`src/rtl/posi_sipo.sv`:
```
// Serial-in / parallel-out shift register with an enable-gated, registered output word.
// Optional POSI_BIT_COUNT_EN adds a saturating shifted-bit counter and a `full` flag.
module posi_sipo #(
    parameter int n = 4
) (
    input  logic         clk,
    input  logic         rst,
    input  logic         load,
    input  logic         serial_in,
    input  logic         en_o,
    output logic [n-1:0] parallel_out
`ifdef POSI_BIT_COUNT_EN
    ,
    output logic         full
`endif
);

    logic [n-1:0] mem;
    logic [n-1:0] w_mem_next;

    // A one-bit word has no lower slice to shift, so it just takes the new bit.
    generate
        if (n == 1) begin : g_single
            assign w_mem_next = serial_in;
        end else begin : g_multi
            assign w_mem_next = {mem[n-2:0], serial_in};
        end
    endgenerate

    always_ff @(posedge clk or negedge rst) begin
        if (!rst) begin
            mem <= '0;
        end else if (load) begin
            mem <= w_mem_next;
        end
    end

    // Capture samples the pre-shift mem, since both registers update on the same edge.
    always_ff @(posedge clk or negedge rst) begin
        if (!rst) begin
            parallel_out <= '0;
        end else if (en_o) begin
            parallel_out <= mem;
        end
    end

`ifdef POSI_BIT_COUNT_EN
    localparam int CW = $clog2(n + 1);
    localparam logic [CW-1:0] CNT_MAX = CW'(n);

    logic [CW-1:0] cnt;

    always_ff @(posedge clk or negedge rst) begin
        if (!rst) begin
            cnt <= '0;
        end else if (en_o) begin
            cnt <= load ? CW'(1) : '0;
        end else if (load && (cnt != CNT_MAX)) begin
            cnt <= cnt + CW'(1);
        end
    end

    assign full = (cnt == CNT_MAX);
`endif

endmodule

```
`config.mk`:
```
export PLATFORM = sky130hd
export DESIGN_NAME = posi_sipo
export DESIGN_NICKNAME = d
export VERILOG_FILES = /design/src/rtl/posi_sipo.sv
export SDC_FILE = /design/constraint.sdc
export NUM_CORES = 1
export LEC_CHECK = 0
export CORE_AREA = 2 2 39 41
export CTS_CLUSTER_DIAMETER = 100
export DETAILED_ROUTE_END_ITERATION = 8
export DIE_AREA = 0 0 41 43
export PLACE_DENSITY = 0.49
export SLEW_MARGIN = 20
export SYNTH_ARGS = -nofsm -noshare
export SYNTH_HDL_FRONTEND = slang
export SYNTH_SLANG_ARGS = --single-unit
```
`constraint.sdc`:
```
create_clock -name clk -period 0.85 [get_ports clk]
set_input_delay 0.1275 -clock clk [delete_from_list [all_inputs] [get_ports clk]]
set_output_delay 0.1275 -clock clk [all_outputs]
set_load 0.02 [all_outputs]
```
==> key figures <==
Global routing
  – Grt met3 use: between 4 and 5%
  – M1 GR Usage: 10.3%
  – Number of global-route vias before repair: about 220
  – First-pass GRT wire length: a little over 900 µm
  – GRT Util Overall: around 8.6%
  – Top Usage Layer GRT: met1
  – Met2 usage: a little under 10%
  – Largest net degree at the start of global routing: 9
  – GR Overflow Total: 0
  – Initial antenna violation count: 0

Synth
  – Cell Area, Synth: 290 µm²
  – Syn Area/Cell: approximately 18 µm²
  – Syn_nets: 21
  – Synth warnings: 0
  – Post-Synthesis Cells: 16
  – Flops & latches, synth: 8
  – Cell variety after synth: 2
  – Sequential-to-total area share from yosys stat: around 69%

Worst setup path
  – CP Max Fanout: 2
  – Slowest stage delay, CP: around 390 ps
  – Critical path capture point type: output pin
  – Crit Path Class: reg2out
  – Worst path arrival time: 780 ps
  – Critical Path RT: 720 ps
  – WP buf/inv: 1
  – Delay-heaviest family, CP: flip-flops
  – CP max-delay cell: dfrtp_1
  – Cell chain of the critical path: buf_6
  – CP Launch Type: flop

Cells and area
  – N_diodes: 0
  – Synthesis-to-finish area growth: 45.7%
  – Layout cells sized above 1: 57.1%
  – Final nets: 35

Detailed routing
  – Drt first-iter violations: 0
  – First-pass DRT Iterations: 1
  – Post-DRT Antenna Nets: 0
  – Post-DR vias/cell: ~4.1
  – Final WL: about 540 µm
  – DR vias: approximately 180
  – Post-route DRC: 0
  – Wire per inst: around 12 µm

Power
  – PwrDens: roughly 2500 mW/mm²
  – Total power: around 1000 µW
  – Maximum VDD drop: approximately 0.72 mV
  – Cell leakage power: around 0.00019 µW

STA
  – RSZ-0062 raised after global routing: true
  – Setup Skew: 1.32 ps
  – Slew HR: about three quarters
  – Fin crit share: 106%
  – Tmin final: between 900 and 1000 ps
  – Max frequency: around 1.1 GHz
  – Least-Margin Pin Slew: around 360 ps
  – Setup TNS: -226 ps
  – Final Hold Vio Count: 0
  – Fin Hold WS: between 150 and 200 ps
  – Setup WS post-layout: -52.6 ps
  – Max-slew violation count: 0
  – Final setup violation count: 5

Die
  – Die area: roughly 0.0018 mm²
  – Core Region: ~0.0014 mm²
  – Die height: approximately 43 µm
  – I/O pins: 9
  – Rows: 14
  – Horiz. Die Dim: a little over 40 µm
  – Initial Utilization: 21.0%

Placed design
  – HPWL after DPL: between 300 and 400 µm
  – PortBufs: 8
  – Final RePlAce weighted congestion: approximately 0.63

Min path
  – Hold WC Path Type: in2async

CTS
  – CTS sink cnt: 8
  – Clock-pin slew of the registers on the worst-case setup and hold paths: ~50 ps
  – Worst skew pair latency: roughly 240 ps
  – Max Buffers Root-to-Sink: 2
  – CTS tree: built
  – CTS buffer count: 3
  – CTS H-tree depth: 1
  – Clock Root Buffer: clkbuf_4

Flow run
  – Max Cap Viol: 0

Run status
  – Status: finished with violations
  – Failing checks: negative setup slack
[cells by family after synthesis]
logic type  Yosys count  share of synthesized area, %
flops                 8                          69.0
mux                   8                          31.0
[per-stage QoR]
step | utilization, % | instance area [µm²] | std cells | worst slack (ps)
finish | 30.6 | 423 | 44 | -52.6
global route | 30.6 | 423 | 44 | -95.7
CTS | 30.6 | 423 | 44 | -66.3
detailed placement | 28.2 | 390 | 40 | -326
global placement | 28.2 | 390 | 40 | -311
floorplan | - | 290 | 16 | 24.0
[synthesized netlist by cell type]
cell / number / area [µm²]
dfrtp_1: 8 / 200
mux2_2: 8 / 90.1
[routing by layer]
layer  up-vias  routed length [µm]
li1         81                   -
met1        87                 220
met5         -                   0
met4         0                   7
met2         9                 244
met3         2                  65
[layout make-up]
type                    instances  area [µm²]
clock buffers                   3        22.5
fillers                       138         961
multi-input cells               8        90.1
flip-flops and latches          8         200
well taps                      16        20.0
repair buffers                  9        90.1
[power breakdown]
part / switching, µW / total [µW] / internal, µW
logic: 103 / 260 / 157
clock network: 116 / 277 / 161
registers: 52.8 / 510 / 457
[timing repair]
| item | 4_1_cts | 5_1_grt |
|---|---|---|
| hold buffers | 0 | 0 |
| endpoints found under the setup margin | 12 | 5 |
| buffers inserted | 1 | 0 |
| endpoints found under the hold margin | 0 | 0 |
| gates resized for setup | 26 | 0 |
[registers in the layout (all words and copies together) (netlist names)]
name          cells
mem               4
parallel_out      4
[cell usage in the layout (no fill, tap or decap)]
master           Yosys  layout
clkbuf_4             0       3
dfrtp_1              8       8
buf_6                0       4
buf_4                0       1
clkdlybuf4s50_1      0       2
dlygate4sd2_1        0       2
mux2_2               8       8
[final timing paths]
check | start | to | slack, ps | cells after the start
max | parallel_out[0] | parallel_out[0] | -50 | 1
max reg2reg | parallel_out[0] | parallel_out[0] | -40 | 2
min reg2reg | mem[3] | mem[3] | 510 | 1
max in group asynchronous | rst | parallel_out[1] | 430 | 1
min in group clk | load | mem[3] | 380 | 2
min | rst | mem[3] | 160 | 1
Note: power is estimated with default switching activity, not from simulation.
